<file path="config.mk">
export PLATFORM = sky130hd
export DESIGN_NAME = jtag_shift_serdes
export DESIGN_NICKNAME = d
export VERILOG_FILES = /design/src/rtl/jtag_shift_serdes_pkg.sv /design/src/rtl/jtag_bit_packer.sv /design/src/rtl/rstn_sync.sv /design/src/rtl/jtag_shift_serdes.sv
export SDC_FILE = /design/constraint.sdc
export NUM_CORES = 1
export LEC_CHECK = 0
export CAP_MARGIN = 15
export CORE_ASPECT_RATIO = 1.25
export CORE_MARGIN = 2
export CORE_UTILIZATION = 49
export CTS_CLUSTER_SIZE = 25
export DETAILED_ROUTE_END_ITERATION = 6
export PLACE_DENSITY = 0.75
export SETUP_SLACK_MARGIN = 0.15
export SKIP_CTS_REPAIR_TIMING = 1
export SYNTH_ARGS = -nofsm -noshare
export SYNTH_HDL_FRONTEND = slang
export SYNTH_SLANG_ARGS = --single-unit
</file>
<file path="constraint.sdc">
create_clock -name clk -period 5.1 [get_ports clk]
set_input_delay 1.02 -clock clk [delete_from_list [all_inputs] [get_ports clk]]
set_output_delay 1.02 -clock clk [all_outputs]
set_load 0.03 [all_outputs]
</file>
<file path="src/rtl/jtag_shift_serdes_pkg.sv">
// Shared JTAG definitions for the shift serdes slice.
// Provides the project-wide default data word width.
package jtag_shift_serdes_pkg;

  localparam int unsigned JTAG_WORD_W = 32;

endpackage : jtag_shift_serdes_pkg

</file>
<file path="src/rtl/jtag_bit_packer.sv">
// RX side: packs TDO bits LSB-first into words, with an output slot,
// flush of partial words and back-pressure toward the TAP.
module jtag_bit_packer
  import jtag_shift_serdes_pkg::*;
#(
  parameter int unsigned WORD_W = JTAG_WORD_W,
  parameter int unsigned CNT_W  = $clog2(WORD_W) + 1
) (
  input  logic              clk_i,
  input  logic              rstn_i,
  input  logic              bit_i,
  input  logic              bit_wr_i,
  input  logic              flush_i,
  output logic [WORD_W-1:0] data_o,
  output logic [CNT_W-1:0]  bits_o,
  output logic              valid_o,
  input  logic              ready_i,
  output logic              last_o,
  output logic              overrun_o
);

  localparam logic [CNT_W-1:0] FULL   = CNT_W'(WORD_W);
  localparam logic [CNT_W-1:0] ALMOST = CNT_W'(WORD_W - 1);
  localparam logic [CNT_W-1:0] ZERO   = CNT_W'(0);
  localparam logic [CNT_W-1:0] ONE    = CNT_W'(1);

  logic [WORD_W-1:0] acc_word_q, acc_word_d, data_q, data_d, bit_vec_s;
  logic [CNT_W-1:0]  acc_cnt_q, acc_cnt_d, bits_q, bits_d;
  logic              flush_pend_q, flush_pend_d, valid_q, valid_d;
  logic              overrun_q, overrun_d, emit_s;

  assign bit_vec_s = {{(WORD_W-1){1'b0}}, bit_i};

  // Next-state for accumulator, output slot and overrun flag.
  always_comb begin
    acc_word_d   = acc_word_q;
    acc_cnt_d    = acc_cnt_q;
    flush_pend_d = flush_pend_q;
    data_d       = data_q;
    bits_d       = bits_q;
    valid_d      = valid_q;
    emit_s       = ((acc_cnt_q == FULL) || (flush_pend_q && (acc_cnt_q != ZERO)))
                   && (!valid_q || ready_i);
    overrun_d    = overrun_q || (bit_wr_i && !emit_s && (acc_cnt_q == FULL));

    if (emit_s) begin
      data_d  = acc_word_q;
      bits_d  = acc_cnt_q;
      valid_d = 1'b1;
    end else if (ready_i) begin
      valid_d = 1'b0;
    end else begin
      valid_d = valid_q;
    end

    // A bit landing on the move edge seeds the fresh accumulator.
    if (emit_s) begin
      acc_word_d   = bit_wr_i ? bit_vec_s : {WORD_W{1'b0}};
      acc_cnt_d    = bit_wr_i ? ONE : ZERO;
      flush_pend_d = flush_i && bit_wr_i;
    end else begin
      if (bit_wr_i && (acc_cnt_q != FULL)) begin
        acc_word_d = acc_word_q | (bit_vec_s << acc_cnt_q);
        acc_cnt_d  = acc_cnt_q + ONE;
      end else begin
        acc_word_d = acc_word_q;
        acc_cnt_d  = acc_cnt_q;
      end
      flush_pend_d = (flush_pend_q || flush_i) && ((acc_cnt_q != ZERO) || bit_wr_i);
    end
  end

  // State registers.
  always_ff @(posedge clk_i or negedge rstn_i) begin
    if (!rstn_i) begin
      acc_word_q   <= {WORD_W{1'b0}};
      acc_cnt_q    <= ZERO;
      flush_pend_q <= 1'b0;
      data_q       <= {WORD_W{1'b0}};
      bits_q       <= ZERO;
      valid_q      <= 1'b0;
      overrun_q    <= 1'b0;
    end else begin
      acc_word_q   <= acc_word_d;
      acc_cnt_q    <= acc_cnt_d;
      flush_pend_q <= flush_pend_d;
      data_q       <= data_d;
      bits_q       <= bits_d;
      valid_q      <= valid_d;
      overrun_q    <= overrun_d;
    end
  end

  assign data_o    = data_q;
  assign bits_o    = bits_q;
  assign valid_o   = valid_q;
  assign overrun_o = overrun_q;
  assign last_o    = ((acc_cnt_q == ALMOST) && valid_q) || (acc_cnt_q == FULL);

endmodule : jtag_bit_packer

</file>
<file path="src/rtl/rstn_sync.sv">
// Reset synchronizer: asserts asynchronously, releases two clocks after rstn_i rises.
module rstn_sync (
  input  logic clk_i,
  input  logic rstn_i,
  output logic rstn_o
);

  logic [1:0] sync_q;

  // Two-stage shift toward release.
  always_ff @(posedge clk_i or negedge rstn_i) begin
    if (!rstn_i) begin
      sync_q <= 2'b00;
    end else begin
      sync_q <= {sync_q[0], 1'b1};
    end
  end

  assign rstn_o = sync_q[1];

endmodule : rstn_sync

</file>
<file path="src/rtl/jtag_shift_serdes.sv">
// Bit-stream adapter between the word data path and the TAP shift interface:
// TX serializer (cur/nxt double buffer) plus RX packer.
module jtag_shift_serdes
  import jtag_shift_serdes_pkg::*;
#(
  parameter int unsigned WORD_W = JTAG_WORD_W,
  parameter int unsigned CNT_W  = $clog2(WORD_W) + 1
) (
  input  logic              clk,
  input  logic              rstn,
  input  logic [WORD_W-1:0] tx_data,
  input  logic [CNT_W-1:0]  tx_bits,
  input  logic              tx_valid,
  output logic              tx_ready,
  output logic              shift_in,
  input  logic              shift_in_rd,
  output logic              shift_in_last,
  output logic [WORD_W-1:0] rx_data,
  output logic [CNT_W-1:0]  rx_bits,
  output logic              rx_valid,
  input  logic              rx_ready,
  input  logic              shift_out,
  input  logic              shift_out_wr,
  output logic              shift_out_last,
  input  logic              rx_flush,
  output logic              tx_empty,
  output logic              err_underrun,
  output logic              err_overrun
);

  localparam logic [CNT_W-1:0] FULL = CNT_W'(WORD_W);
  localparam logic [CNT_W-1:0] ZERO = CNT_W'(0);
  localparam logic [CNT_W-1:0] ONE  = CNT_W'(1);

  logic              rst_n_s;
  logic [WORD_W-1:0] cur_word_q, cur_word_d, nxt_word_q, nxt_word_d;
  logic [CNT_W-1:0]  cur_left_q, cur_left_d, nxt_left_q, nxt_left_d, tx_len_s;
  logic              nxt_valid_q, nxt_valid_d, underrun_q, underrun_d;
  logic              accept_s, xfer_s;

  rstn_sync u_rstn_sync (
    .clk_i  (clk),
    .rstn_i (rstn),
    .rstn_o (rst_n_s)
  );

  // TX next-state: accept into nxt, seamless nxt->cur handoff, shift on read.
  always_comb begin
    cur_word_d  = cur_word_q;
    cur_left_d  = cur_left_q;
    nxt_word_d  = nxt_word_q;
    nxt_left_d  = nxt_left_q;
    nxt_valid_d = nxt_valid_q;
    accept_s    = tx_valid && tx_ready;
    xfer_s      = nxt_valid_q && ((cur_left_q == ZERO) || ((cur_left_q == ONE) && shift_in_rd));
    underrun_d  = underrun_q || (shift_in_rd && (cur_left_q == ZERO));

    if ((tx_bits == ZERO) || (tx_bits > FULL)) begin
      tx_len_s = FULL;
    end else begin
      tx_len_s = tx_bits;
    end

    if (xfer_s) begin
      cur_word_d = nxt_word_q;
      cur_left_d = nxt_left_q;
    end else if (shift_in_rd && (cur_left_q != ZERO)) begin
      cur_word_d = cur_word_q >> 1;
      cur_left_d = cur_left_q - ONE;
    end else begin
      cur_word_d = cur_word_q;
      cur_left_d = cur_left_q;
    end

    if (accept_s) begin
      nxt_word_d  = tx_data;
      nxt_left_d  = tx_len_s;
      nxt_valid_d = 1'b1;
    end else if (xfer_s) begin
      nxt_valid_d = 1'b0;
    end else begin
      nxt_valid_d = nxt_valid_q;
    end
  end

  // TX state registers.
  always_ff @(posedge clk or negedge rst_n_s) begin
    if (!rst_n_s) begin
      cur_word_q  <= {WORD_W{1'b0}};
      cur_left_q  <= ZERO;
      nxt_word_q  <= {WORD_W{1'b0}};
      nxt_left_q  <= ZERO;
      nxt_valid_q <= 1'b0;
      underrun_q  <= 1'b0;
    end else begin
      cur_word_q  <= cur_word_d;
      cur_left_q  <= cur_left_d;
      nxt_word_q  <= nxt_word_d;
      nxt_left_q  <= nxt_left_d;
      nxt_valid_q <= nxt_valid_d;
      underrun_q  <= underrun_d;
    end
  end

  // tx_ready stays low until the synchronized reset has released.
  assign tx_ready      = rst_n_s && !nxt_valid_q;
  assign shift_in      = (cur_left_q != ZERO) ? cur_word_q[0] : 1'b0;
  assign shift_in_last = (cur_left_q <= ONE) && !nxt_valid_q;
  assign tx_empty      = (cur_left_q == ZERO) && !nxt_valid_q;
  assign err_underrun  = underrun_q;

  jtag_bit_packer #(
    .WORD_W (WORD_W),
    .CNT_W  (CNT_W)
  ) u_packer (
    .clk_i     (clk),
    .rstn_i    (rst_n_s),
    .bit_i     (shift_out),
    .bit_wr_i  (shift_out_wr),
    .flush_i   (rx_flush),
    .data_o    (rx_data),
    .bits_o    (rx_bits),
    .valid_o   (rx_valid),
    .ready_i   (rx_ready),
    .last_o    (shift_out_last),
    .overrun_o (err_overrun)
  );

endmodule : jtag_shift_serdes

</file>
======== Yosys cells after proc, flatten, opt, wreduce, memory -nomap -nowiden ========
Index checks and enable logic that the tools add are counted.
Widths: inputs -> output; s select.
storage, ports and cells
  register bits ........................... 159
  latch bits .............................. 0
  RAM bits ................................ 0
  bits in read-only memories .............. 0
  output and inout port bits .............. 46
  logic and storage cells ................. 77
  memories kept ........................... 0
cells by class
  add/sub/neg operators ................... 2
  multiply operators ...................... 0
  divide/modulo/power cells ............... 0
  magnitude comparators ................... 2
  equality and inequality tests ........... 4
  shifts and indexed selects .............. 1
  multiplexer cells ....................... 17
  bitwise logic cells ..................... 1
  reduce and logical (&&, ||, !) cells .... 36
operators with widths
  cell                 number
  $mux 32              4
  $or 32x32->32        1
  $shl 1x6->32         1
  $mux 6               5
  $logic_and 1x1->1    16
  $logic_not 6->1      2
  $reduce_bool 6->1    2
  $logic_or 1x1->1     9
  $mux 1               8
  $reduce_bool 2->1    4
  $add 6x1->6 const B  1
  $eq 6x1->1 const B   1
  $eq 6x5->1 const B   1
  $eq 6x6->1 const B   1
  $gt 6x6->1 const B   1
  $le 6x1->1 const B   1
  $ne 6x6->1 const B   1
  $sub 6x1->6 const B  1
  $logic_not 1->1      3

======== Depth between registers and ports, before layout ========
Gate-level depths: netlist of the first run.
  word-level depth ........................ 8
  mapped depth ............................ 9
  gate-level depth less buffers ........... 6

======== Cells and area by module ========
Synthesis of the first run repeated with hierarchy kept, for this count alone.
second synthesis, totals
  cells, all modules ...................... 564
  area total of the unflattened synthesis .. 6732.7 um2
modules (own cells, without submodules)
  module             instances  cells each  area an instance (um2)
  jtag_shift_serdes  1          301         3509.6
  jtag_bit_packer    1          260         3169.3
  rstn_sync          1          3           53.8

======== Worst setup path after synthesis of the first run ========
Ideal clock, no wire load.
  path kind ............................... flip-flop to flip-flop
  from .................................... reg u_rstn_sync.sync_q[1]
  to ...................................... reg nxt_word_q[10]
  library setup time ...................... 0.125 ns
  arrival time ............................ 5.313 ns
  required time ........................... 4.975 ns
  setup slack ............................. -0.337 ns
  cell stages (with the launch flop) ...... 5
  path buffers ............................ 1
  path through ............................ dfrtp_1 nor2b_1 nand2_1 clkbuf_1 mux2_2
between the ends
  cells in the longest elaborated chain, start to end .. 2
RTL lines
  item                      line                      RTL
  start: declaration        rstn_sync.sv:8            logic [1:0] sync_q;
  start signal: assignment  rstn_sync.sv:15           sync_q <= {sync_q[0], 1'b1};
  $logic_and 1x1->1         jtag_shift_serdes.sv:106  assign tx_ready = rst_n_s && !nxt_valid_q;
  via tx_ready              jtag_shift_serdes.sv:14   output logic tx_ready,
  $logic_and 1x1->1         jtag_shift_serdes.sv:54   accept_s = tx_valid && tx_ready;
  end signal: assignment    jtag_shift_serdes.sv:91   nxt_word_q <= {WORD_W{1'b0}};
  end signal: assignment    jtag_shift_serdes.sv:98   nxt_word_q <= nxt_word_d;
  end: declaration          jtag_shift_serdes.sv:36   logic [WORD_W-1:0] cur_word_q, cur_word_d, nxt_word_q, nxt_word_d;
The timed path passes the listed nets, and every way through them passes these cells.
A chain may end at the register's enable or synchronous reset.

======== Worst setup path in the final report of the first run ========
  from .................................... reg cur_left_q[2]
  to ...................................... out shift_in
between the ends
  cells in the longest elaborated chain, start to end .. 2
RTL lines
  item                      line                      RTL
  start: declaration        jtag_shift_serdes.sv:37   logic [CNT_W-1:0] cur_left_q, cur_left_d, nxt_left_q, nxt_left_d, tx_len_s;
  start signal: assignment  jtag_shift_serdes.sv:97   cur_left_q <= cur_left_d;
  $reduce_bool 6->1         jtag_shift_serdes.sv:107  assign shift_in = (cur_left_q != ZERO) ? cur_word_q[0] : 1'b0;
  $mux 1                    jtag_shift_serdes.sv:107
  end: declaration          jtag_shift_serdes.sv:15   output logic shift_in,
No other way between the ends.

==> summary.md, run 1 <==
• finished, final reports clean — status
• 4530 uW — PnR Total Power
• sky130_fd_sc_hd__dfrtp_1 — Synth area leader
• 0 — number of diodes added for antenna fixing
• 0.01335 sq mm — standard cell core area
• 159 — Clock Sinks
• 0.007741 sq mm — Placed Instance Area
• 1055 — filler cell count in the final layout
• sky130_fd_sc_hd__dfrtp_1 (59%), sky130_fd_sc_hd__mux2_2 (11%), sky130_fd_sc_hd__mux2i_1 (4.9%), sky130_fd_sc_hd__o21ai_0 (3.0%), sky130_fd_sc_hd__nor2_1 (2.9%) — cells taking the most area after synthesis
• 270.2 MHz — maximum operating frequency
• 62.76% — final cell utilization of the core
• done — CTS tree
• 0 — number of hold violations in the final report
• 4080 ps — required time of the worst setup path
• 540.7 mW/mm^2 — pwr/cell area
• 135.1 um — vertical die dimension
• 91 — I/O Buffers
• 0.008378 sq mm — final std cell area, no fill
• 0.8595 — Final Wtd Congestion
• 0 — number of antenna violations at the first check in global routing
• 1399 ps — smallest setup slack after layout
• 1097 ps — transition at the pin with the smallest max-transition slack
• 23390 um — first-pass GRT wire length
• 0 — Antenna Nets Post-Route
• 5.543 — number of vias per cell
• flop to asynchronous set/reset pin — kind of path behind the tightest hold check
• 0 ps — TNS Setup
• 9268 um — DPL Wire Length
• 16.92 um — wire length per cell after detailed routing
• 26.80% — Worst slew margin
• 699 — Post-layout nets
• primary output — CP Capture Type
• 0 — aggregate global routing overflow
• 2680 ps — arrival time at the worst endpoint
• 100.0% — proportion of register bits with asynchronous set or reset after synthesis
• 570 — Mapped Cells
• 0 — number of max-slew violations in the final report
• 1514 ps — DP Worst Slack
• 47 — Row Count
• 17.52% — share of final-layout standard cells stronger than drive strength 1
• 4617 — vias after detailed routing
• 14100 um — final routed wirelength across all metal layers
• 4752 — number of global-route vias before repair
• 4 — number of optimization iterations in the first detailed-route pass
• 17 — number of buffers created by CTS
• flop to primary output — category of the critical setup timing path
• flop — crit path launch type
• 430 ps — clock latency on the worst-skew pair
• 92 — Ports
• sky130_fd_sc_hd__clkbuf_16 — root cell of the clock tree
• 50.47% — Initial Util
• 60 ps — clock slew at reported path FFs
• 7 — cells on worst reg2reg path
• 0 — DRC errors left
• 0.006738 sq mm — cell area after technology mapping
• u_packer.data_o[31] — reg2reg end
• 7 — critical-path maximum fanout
• 24.35% — area added between synthesis and finish
• 2 — Max Root-Sink Buffers
• 7.296 ps — Worst Clk Skew
• 52 — library cells used by synthesis
• 11.82 sq um — per-instance average area after synthesis
• 620 — Post-Syn Nets
• 20.71% — total global-route track usage
• 0 — warnings from Yosys
• 59.05% — sequential share of the synthesized area
• sky130_fd_sc_hd__dfrtp_1 — Main synth FF type
• 1910 ps — worst-case register-to-register setup slack
• 271 — starting DRC count in detailed routing
• 0 — number of failing setup endpoints in the final timing report
• 0 — number of enable-type register cells in the synthesized netlist
• 4 — H-tree levels
• 59.05% — share of the synthesized area in the top cell type
• 0.01471 sq mm — floorplan die area
• false — setup repair after global routing missed its margin
• 159 — post-synthesis register bit count
• 0.003924 uW — static leakage power
• 72.58% — portion of the clock cycle consumed by the worst path in the final layout
• 108.9 um — Die Width
• 75 — maximum number of pins on one net before global-route repair
• u_packer.acc_cnt_q[0] — Critical R2R Launch
• 0 — count of max-cap constraint violations
• 3701 ps — final worst path period need
• 0.4044 mV — worst-case vdd ir drop
==> cells by family after synthesis <==
logic type | after synthesis | synth area share (%)
AOI/OAI and AO/OA | 107 | 9.136
DFF | 159 | 59.05
muxes | 104 | 16.82
adders and majority gates | 4 | 0.7428
and+or+nand+nor | 144 | 10.55
xor gates and xnor gates | 3 | 0.3900
buffers and inverters | 48 | 3.250
other | 1 | 0.05566
==> placed cells by master, fill, tap and decap left out, types with 4 or more instances in the layout <==
cell / n
sky130_fd_sc_hd__a21oi_1: 36
sky130_fd_sc_hd__dfrtp_1: 158
sky130_fd_sc_hd__nor2b_1: 5
sky130_fd_sc_hd__buf_4: 7
sky130_fd_sc_hd__mux2i_1: 33
sky130_fd_sc_hd__a31oi_1: 7
sky130_fd_sc_hd__nor2_1: 51
sky130_fd_sc_hd__clkinvlp_4: 4
sky130_fd_sc_hd__nand3_1: 34
sky130_fd_sc_hd__nand2_1: 20
sky130_fd_sc_hd__o21ai_0: 41
sky130_fd_sc_hd__inv_1: 9
sky130_fd_sc_hd__clkdlybuf4s50_1: 91
sky130_fd_sc_hd__nor3_1: 7
sky130_fd_sc_hd__ha_1: 4
sky130_fd_sc_hd__nand2b_1: 7
sky130_fd_sc_hd__clkbuf_16: 17
sky130_fd_sc_hd__mux2_2: 68
==> Yosys cell counts (2+ instances only) <==
library cell               count
sky130_fd_sc_hd__a211oi_1      3
sky130_fd_sc_hd__a21boi_0      2
sky130_fd_sc_hd__a21oi_1      36
sky130_fd_sc_hd__a221oi_1      2
sky130_fd_sc_hd__a22o_1        2
sky130_fd_sc_hd__a22oi_1       3
sky130_fd_sc_hd__a31oi_1       7
sky130_fd_sc_hd__and2_1        2
sky130_fd_sc_hd__buf_2        10
sky130_fd_sc_hd__buf_6         3
sky130_fd_sc_hd__clkbuf_1     24
sky130_fd_sc_hd__dfrtp_1     159
sky130_fd_sc_hd__ha_1          4
sky130_fd_sc_hd__inv_1         9
sky130_fd_sc_hd__mux2_1        2
sky130_fd_sc_hd__mux2_2       68
sky130_fd_sc_hd__mux2i_1      33
sky130_fd_sc_hd__nand2_1      20
sky130_fd_sc_hd__nand2b_1      7
sky130_fd_sc_hd__nand3_1      34
sky130_fd_sc_hd__nand3b_1      3
sky130_fd_sc_hd__nor2_1       52
sky130_fd_sc_hd__nor2b_1       5
sky130_fd_sc_hd__nor3_1        7
sky130_fd_sc_hd__nor4_1        2
sky130_fd_sc_hd__o21ai_0      41
sky130_fd_sc_hd__o31ai_1       2
sky130_fd_sc_hd__or3b_2        2
sky130_fd_sc_hd__or4_1         2
sky130_fd_sc_hd__xor2_1        2
==> final cells by class <==
class | count | area [sq um] | share of cell area (%)
sequential | 159 | 3983 | 47.54
inverter | 9 | 33.78 | 0.4032
timing repair buffer | 99 | 991.0 | 11.83
multi-input combinational | 363 | 2547 | 30.41
tap | 171 | 214.0 | 2.554
clock inverter | 10 | 135.1 | 1.613
clock buffer | 22 | 474.2 | 5.660
==> worst max path at each step <==
stage,start,to,slack (ps),cells after the start
after floorplan,u_rstn_sync.sync_q[1],nxt_word_q[10],1280,4
after global placement,shift_in_rd,cur_word_q[0],1600,5
after detailed placement,shift_in_rd,cur_word_q[0],1510,5
after CTS,cur_left_q[2],shift_in,1430,3
after global routing,cur_left_q[3],shift_in,1340,3
final,cur_left_q[2],shift_in,1400,3
==> sequential cells by signal (all words and copies together) (netlist names) <==
| signal | flops |
|---|---|
| u_packer.bits_o | 6 |
| u_packer.overrun_o | 1 |
| nxt_left_q | 6 |
| cur_word_q | 32 |
| u_packer.valid_o | 1 |
| err_underrun | 1 |
| cur_left_q | 6 |
| nxt_valid_q | 1 |
| u_packer.acc_word_q | 32 |
| u_rstn_sync.sync_q | 2 |
| nxt_word_q | 32 |
| u_packer.acc_cnt_q | 6 |
| u_packer.flush_pend_q | 1 |
| u_packer.data_o | 32 |
==> where the power goes <==
part	total [uW]	internal [uW]	switching (uW)
Sequential	1900	1630	272
Combinational	1340	610	727
Clock	1290	805	487
==> worst max-delay path: stages (launching register included) <==
cell and delay (ps):
sky130_fd_sc_hd__dfrtp_1 460, sky130_fd_sc_hd__nor4_1 930, sky130_fd_sc_hd__a21boi_0 230, sky130_fd_sc_hd__clkdlybuf4s50_1 640
==> metrics by stage <==
stage	hold WS (ps)	std cells
floorplan	331.1	570
global placement	171.0	800
detailed placement	178.6	800
CTS	184.2	832
global route	195.3	833
finish	174.9	833
==> routing by layer <==
layer	part of all wire [%]	global-route usage, %	routed length (um)	vias to the layer above
met5	0	0	0	-
met4	2.6	9.402	372	0
met3	4.5	5.405	632	28
met2	51	33.99	7257	111
met1	41	25.51	5835	2313
li1	-	-	-	2165
(Power assumes the default switching activity.)
==> inputs of run 2 (changes only) <==
- clock period: 5.1 -> 3.3 ns (I/O delays scaled with it)
==> run 2 against run 1 <==
- sequential power is 54% higher
- worst hold slack better by 180 ps
- final cell count increased by 0.72%
- die area unchanged
- global-route usage about the same
- utilization increased by 0.11 points
- sequential share of layout area is 0.085 points lower
- clock skew up 0.57 ps
- critical path type unchanged
- critical endpoint is now tx_empty
- largest cell class unchanged
- highest routed layer unchanged
==> summary.md, run 2 (synthesis gave the netlist of run 1 again) <==
• 0 — DRC errors left, unchanged
• 17 — number of buffers created by CTS, unchanged
• 32.71% — fraction of power spent switching nets, -0.086 points
• 973.0 ps — transition at the pin with the smallest max-transition slack, -123.8 ps
• 0 — number of failing setup endpoints in the final timing report, unchanged
• primary output — CP Capture Type
• 0 — number of diodes added for antenna fixing, unchanged
• 7.866 ps — Worst Clk Skew, +0.5700 ps
• 4842 — number of global-route vias before repair, +1.9%
• flop to flop — kind of path behind the tightest hold check
• 9277 um — DPL Wire Length, about the same
• 42.1% — share of power burned in registers, about the same
• 30.3% — Logic pwr share, +0.8 points
• 1046 — filler cell count in the final layout, -0.85%
• 6935 uW — PnR Total Power, +53%
• done — CTS tree
• 2268 uW — net load switching power, +53%
• 5 — number of optimization iterations in the first detailed-route pass, +1
• 0 — number of antenna violations at the first check in global routing, unchanged
• 420 ps — clock latency on the worst-skew pair, about the same
• sky130_fd_sc_hd__dfrtp_1 — most common cell after layout, fill and taps aside
• 0.003968 uW — static leakage power, +1.1%
• 60 ps — clock slew at reported path FFs, about the same
• cur_left_q[2] — start point of the critical path
• 690 ps — delay contributed by the slowest stage of the critical path, -240 ps
• u_packer.acc_cnt_q[0] — Critical R2R Launch
• 291 — starting DRC count in detailed routing, +7.4%
• false — setup repair after global routing missed its margin
• 80 — maximum number of pins on one net before global-route repair, +6.7%
• 0 — aggregate global routing overflow, unchanged
• 0.5803 mV — worst-case vdd ir drop, +43%
• 50.47% — Initial Util, unchanged
• 17.96% — share of final-layout standard cells stronger than drive strength 1, +0.44 points
• 4 — H-tree levels, unchanged
• sky130_fd_sc_hd__dfrtp_1 (158), sky130_fd_sc_hd__clkdlybuf4s50_1 (90), sky130_fd_sc_hd__mux2_2 (68) — highest-count cells in the layout ignoring fill and taps
• sky130_fd_sc_hd__clkdlybuf4s50_1 — Slowest-stage cell, CP
• 0 — number of hold violations in the final report, unchanged
• or4_4, nor3_1, clkdlybuf4s50_1 — Cell Chain, Critical Path
• 35.13% — Worst slew margin, +8.3 points
• 0.8958 — Final Wtd Congestion, +4.2%
• 2640 ps — required time of the worst setup path, -1440 ps
• 333.9 MHz — maximum operating frequency
• 27.6% — fraction of power consumed by the clock network, -0.9 points
• 0.008393 sq mm — final std cell area, no fill, +0.18%
• 807 — Cell Count Post-Placement, +0.88%
• 135.1 um — vertical die dimension, unchanged
• 24.57% — area added between synthesis and finish
• flop to primary output — category of the critical setup timing path
• 91 — I/O Buffers, unchanged
• finished, final reports clean — status
• 0 — Antenna Nets Post-Route, unchanged
• 2995 ps — final worst path period need
• 0.01335 sq mm — standard cell core area, unchanged
• 47 — Row Count, unchanged
• 0.007806 sq mm — Placed Instance Area, +0.84%
• 0 — count of max-cap constraint violations, unchanged
• 108.9 um — Die Width, unchanged
• 0 — number of max-slew violations in the final report, unchanged
• flop — crit path launch type
• 90.76% — portion of the clock cycle consumed by the worst path in the final layout
• 2330 ps — arrival time at the worst endpoint, -350 ps
• 92 — Ports, unchanged
• 14140 um — final routed wirelength across all metal layers, +0.28%
• u_rstn_sync.sync_q[0] — origin of the worst min-delay path
• 5.614 — number of vias per cell, +1.3%
• 159 — Clock Sinks, unchanged
• 4710 — vias after detailed routing, +2.0%
• 839 — Cell Count, Final, Fillers Out, +0.72%
• 9 — critical-path maximum fanout, +2
• 23580 um — first-pass GRT wire length, +0.83%
• 4666 uW — Internal, +53%
• sky130_fd_sc_hd__clkbuf_16 — root cell of the clock tree
• 16.85 um — wire length per cell after detailed routing, -0.44%
• 0.01471 sq mm — floorplan die area, unchanged
• 705 — Post-layout nets, +0.86%
• 0 ps — TNS Setup, unchanged
• 826.3 mW/mm^2 — pwr/cell area, +53%
• 2 — Max Root-Sink Buffers, unchanged
• 20.68% — total global-route track usage, -0.022 points
==> run 2: changes by cell type in the layout (fill, tap and decap cells not counted), sizes merged <==
cell / change
clkinv: -1
clkdlybuf4s50: -1
clkinvlp: -3
clkbuf: +6
dlymetal6s2s: +1
buf: +6
bufinv: -2
==> run 2: area by class of cell <==
class | count | area (sq um) | share of cell area [%]
Multi-Input combinational cell | 363 | 2547 | 30.35
Clock buffer | 28 | 536.8 | 6.395
Tap cell | 171 | 214.0 | 2.549
Sequential cell | 159 | 3983 | 47.45
Clock inverter | 4 | 47.55 | 0.5665
Timing Repair Buffer | 105 | 1031 | 12.28
Inverter | 9 | 33.78 | 0.4025
==> run 2: path summary, 6_finish.rpt <==
path                                                 to  slack [ps]  cells after the start
max in group asynchronous       u_packer.acc_word_q[14]        2050                      1
min in group asynchronous         u_rstn_sync.sync_q[1]         400                      1
worst min register to register    u_rstn_sync.sync_q[1]         350                      0
worst max-delay path                           tx_empty         310                      3
worst max register to register  u_packer.acc_word_q[26]         870                      9
worst min-delay path              u_rstn_sync.sync_q[1]         350                      0
==> run 2: per-stage QoR <==
| step | utilization [%] | setup slack (ps) | hold slack, ps |
|---|---|---|---|
| 5_1_grt | 62.87 | 200.7 | 368.0 |
| 2_1_floorplan | - | 194.2 | 331.2 |
| 3_5_place_dp | 58.48 | 597.1 | 340.2 |
| 6_report | 62.87 | 305.0 | 353.5 |
| 3_3_place_gp | 58.48 | 662.9 | 334.0 |
| 4_1_cts | 62.86 | 223.0 | 350.6 |
==> run 2: worst max-delay path, delay by kind of cell, from the launching register on <==
family	cells	cell delay (ps)
buffers and inverters	1	690
DFF	1	450
and+or+nand+nor	2	780
==> run 2: routing by layer <==
layer	track usage (%)	wire, um	vias up
met4	9.972	340	0
met3	4.923	730	28
met5	0	0	-
met1	26.26	5852	2342
li1	-	-	2187
met2	33.20	7214	153
==> run 2: power by group through the flow <==
stage | clock [uW] | sequential (uW) | combinational, uW
finish | 1910 | 2920 | 2100
global route | 2040 | 3000 | 2310
CTS | 1940 | 2920 | 2120
detailed placement | 0 | 2950 | 2110
global placement | 0 | 2920 | 2040
floorplan | 0 | 2960 | 1430
==> inputs of run 3 (changes only) <==
--- a/config.mk
+++ b/config.mk
@@ -9,3 +9,3 @@
 export CORE_ASPECT_RATIO = 1.25
-export CORE_MARGIN = 2
+export CORE_MARGIN = 4
 export CORE_UTILIZATION = 49
==> constraint.sdc (replaced) <==
create_clock -name clk -period 3.3 [get_ports clk]
set_input_delay 0.33 -clock clk [delete_from_list [all_inputs] [get_ports clk]]
set_output_delay 0.33 -clock clk [all_outputs]
set_load 0.03 [all_outputs]
==> run 3 against run 2 <==
- final cell count is 0.24% lower
- maximum frequency is 9.6% higher
- utilization is 0.23 points lower
- first-iteration DRC count is 2.4% higher
- combinational power hardly changed
- count of clock-buffer cells in the layout is 6 lower
- sequential share of layout area is 0.18 points higher
- sequential power hardly changed
- worst setup slack better by 260 ps
- global-route usage is 1.3 points lower
- register-to-register slack worse by 260 ps
==> summary.md, run 3 (synthesis gave the netlist of run 1 again) <==
• finished, final reports clean — status
• 0 — number of failing setup endpoints in the final timing report, unchanged
• 2 — Max Root-Sink Buffers, unchanged
• 298 — starting DRC count in detailed routing, +2.4%
• 798.1 ps — transition at the pin with the smallest max-transition slack, -174.9 ps
• 159 — Clock Sinks, unchanged
• 42.7% — share of power burned in registers, +0.6 points
• 0.01335 sq mm — standard cell core area, unchanged
• input pin to asynchronous set/reset pin — kind of path behind the tightest hold check
• 24350 um — first-pass GRT wire length, +3.2%
• 703 — Post-layout nets, -0.28%
• flop — crit path launch type
• primary output — CP Capture Type
• 9472 um — DPL Wire Length, +2.1%
• 71.89 ps — Min Hold Slack, -281.6 ps
• 0 — number of diodes added for antenna fixing, unchanged
• 91 — I/O Buffers, unchanged
• flop to primary output — category of the critical setup timing path
• 0 — number of hold violations in the final report, unchanged
• 1005 — filler cell count in the final layout, -3.9%
• and2_1, a22o_1, clkdlybuf4s50_1 — Cell Chain, Critical Path
• 30.2% — Logic pwr share, about the same
• sky130_fd_sc_hd__dfrtp_1 — most common cell after layout, fill and taps aside
• 837 — Cell Count, Final, Fillers Out, -0.24%
• done — CTS tree
• sky130_fd_sc_hd__dfrtp_1 (158), sky130_fd_sc_hd__clkdlybuf4s50_1 (91), sky130_fd_sc_hd__mux2_2 (68) — highest-count cells in the layout ignoring fill and taps
• 4625 — vias after detailed routing, -1.8%
• 0.008362 sq mm — final std cell area, no fill, -0.37%
• 60 ps — clock slew at reported path FFs, about the same
• 0 — aggregate global routing overflow, unchanged
• 1 — crit path buf inv count, unchanged
• 0 ps — TNS Setup, unchanged
• 47 — Row Count, unchanged
• 0.007791 sq mm — Placed Instance Area, -0.19%
• 139.1 um — vertical die dimension, +3.0%
• 5.526 — number of vias per cell, -1.6%
• 2734 ps — final worst path period need, -261.5 ps
• 92 — Ports, unchanged
• 4 — H-tree levels, unchanged
• 420 ps — clock latency on the worst-skew pair, about the same
• 2400 ps — arrival time at the worst endpoint, +70 ps
• 112.9 um — Die Width, +3.7%
• u_packer.acc_cnt_q[0] — Critical R2R Launch
• 365.8 MHz — maximum operating frequency, +9.6%
• 4586 uW — Internal, -1.7%
• 0.003928 uW — static leakage power, -0.99%
• 19.36% — total global-route track usage, -1.3 points
• 6895 uW — PnR Total Power, -0.57%
• sky130_fd_sc_hd__clkbuf_16 — root cell of the clock tree
• 670 ps — delay contributed by the slowest stage of the critical path, -20 ps
• 82.83% — portion of the clock cycle consumed by the worst path in the final layout, -7.9 points
• 0 — Antenna Nets Post-Route, unchanged
• 0.8257 — Final Wtd Congestion, -7.8%
• 2970 ps — required time of the worst setup path, +330 ps
• 3 — stages on the worst setup path, unchanged
• 8.768 ps — Worst Clk Skew, +0.9020 ps
• 0 — DRC errors left, unchanged
• false — setup repair after global routing missed its margin
• 24.10% — area added between synthesis and finish
• 0 — count of max-cap constraint violations, unchanged
• 17.39 um — wire length per cell after detailed routing, +3.2%
• 4953 — number of global-route vias before repair, +2.3%
• 0 — number of antenna violations at the first check in global routing, unchanged
• 15 — critical-path maximum fanout, +6
• 8 — cells on worst reg2reg path, -1
• 0 — number of max-slew violations in the final report, unchanged
• 18.17% — share of final-layout standard cells stronger than drive strength 1, +0.20 points
• flip-flops — cell family with most CP delay
• 2309 uW — net load switching power, +1.8%
• 4 — number of optimization iterations in the first detailed-route pass, -1
• 824.6 mW/mm^2 — pwr/cell area, -0.20%
• 17 — number of buffers created by CTS, unchanged
• sky130_fd_sc_hd__dfrtp_1 — Slowest-stage cell, CP
• 50.47% — Initial Util, unchanged
• 805 — Cell Count Post-Placement, -0.25%
• 46.79% — Worst slew margin, +12 points
• 158 — maximum number of pins on one net before global-route repair, +98%
• u_packer.acc_cnt_q[2] — start point of the critical path
• 0.01570 sq mm — floorplan die area, +6.7%
• 0.5355 mV — worst-case vdd ir drop, -7.7%
• 33.49% — fraction of power spent switching nets, +0.78 points
• 27.1% — fraction of power consumed by the clock network, -0.5 points
• 14550 um — final routed wirelength across all metal layers, +2.9%
## run 3: cell types whose count changed in the layout (fill, tap and decap cells not counted)
cell	before	now
sky130_fd_sc_hd__buf_4	13	11
sky130_fd_sc_hd__clkinvlp_4	1	3
sky130_fd_sc_hd__clkinv_2	2	5
sky130_fd_sc_hd__clkdlybuf4s50_1	90	91
sky130_fd_sc_hd__dlymetal6s2s_1	1	0
sky130_fd_sc_hd__clkbuf_8	7	4
sky130_fd_sc_hd__clkinv_4	0	1
sky130_fd_sc_hd__clkbuf_1	4	1
## run 3: power by group through the flow
stage	Combinational, uW	Clock, uW	Sequential, uW
after global routing	2300	1990	3020
after CTS	2100	1900	2950
after global placement	2000	0	2950
final	2080	1870	2950
after detailed placement	2080	0	2970
after floorplan	1430	0	2960
## run 3: area by class of cell
class / count / area, sq um / share of cell area [%]
clock buffers: 22 / 484.2 / 5.791
clock inverters: 10 / 86.33 / 1.032
inverters: 9 / 33.78 / 0.4040
multi-input cells: 363 / 2547 / 30.47
flip-flops and latches: 159 / 3983 / 47.63
well taps: 171 / 214.0 / 2.559
repair buffers: 103 / 1013 / 12.12
## run 3: per-stage QoR
stage / utilization, % / worst slack [ps]
after floorplan: - / 194.2
after global placement: 58.37 / 664.7
after detailed placement: 58.37 / 621.7
after CTS: 62.64 / 565.3
after global routing: 62.64 / 381.9
final: 62.64 / 566.5
## run 3: worst reg2reg max path: cells and delay by family (launching register included)
| kind | cells | cell delay [ps] |
|---|---|---|
| and+or+nand+nor | 2 | 370 |
| adders and majority gates | 1 | 150 |
| buffers and inverters | 3 | 650 |
| muxes | 2 | 910 |
| DFF | 1 | 500 |
## run 3: path summary, 6_finish.rpt
check	end	slack [ps]
worst min register to register	u_rstn_sync.sync_q[1]	360
worst max-delay path	shift_out_last	570
worst min-delay path	u_rstn_sync.sync_q[1]	70
max in group asynchronous	u_packer.acc_word_q[1]	2230
worst max register to register	u_packer.data_o[14]	610
min in group clk	u_rstn_sync.sync_q[1]	360
## run 3: per-layer routing
metal	part of all wire, %	track usage [%]
met5	0	0
met4	1.3	6.203
met3	4.9	5.805
met2	53	33.02
met1	41	23.48
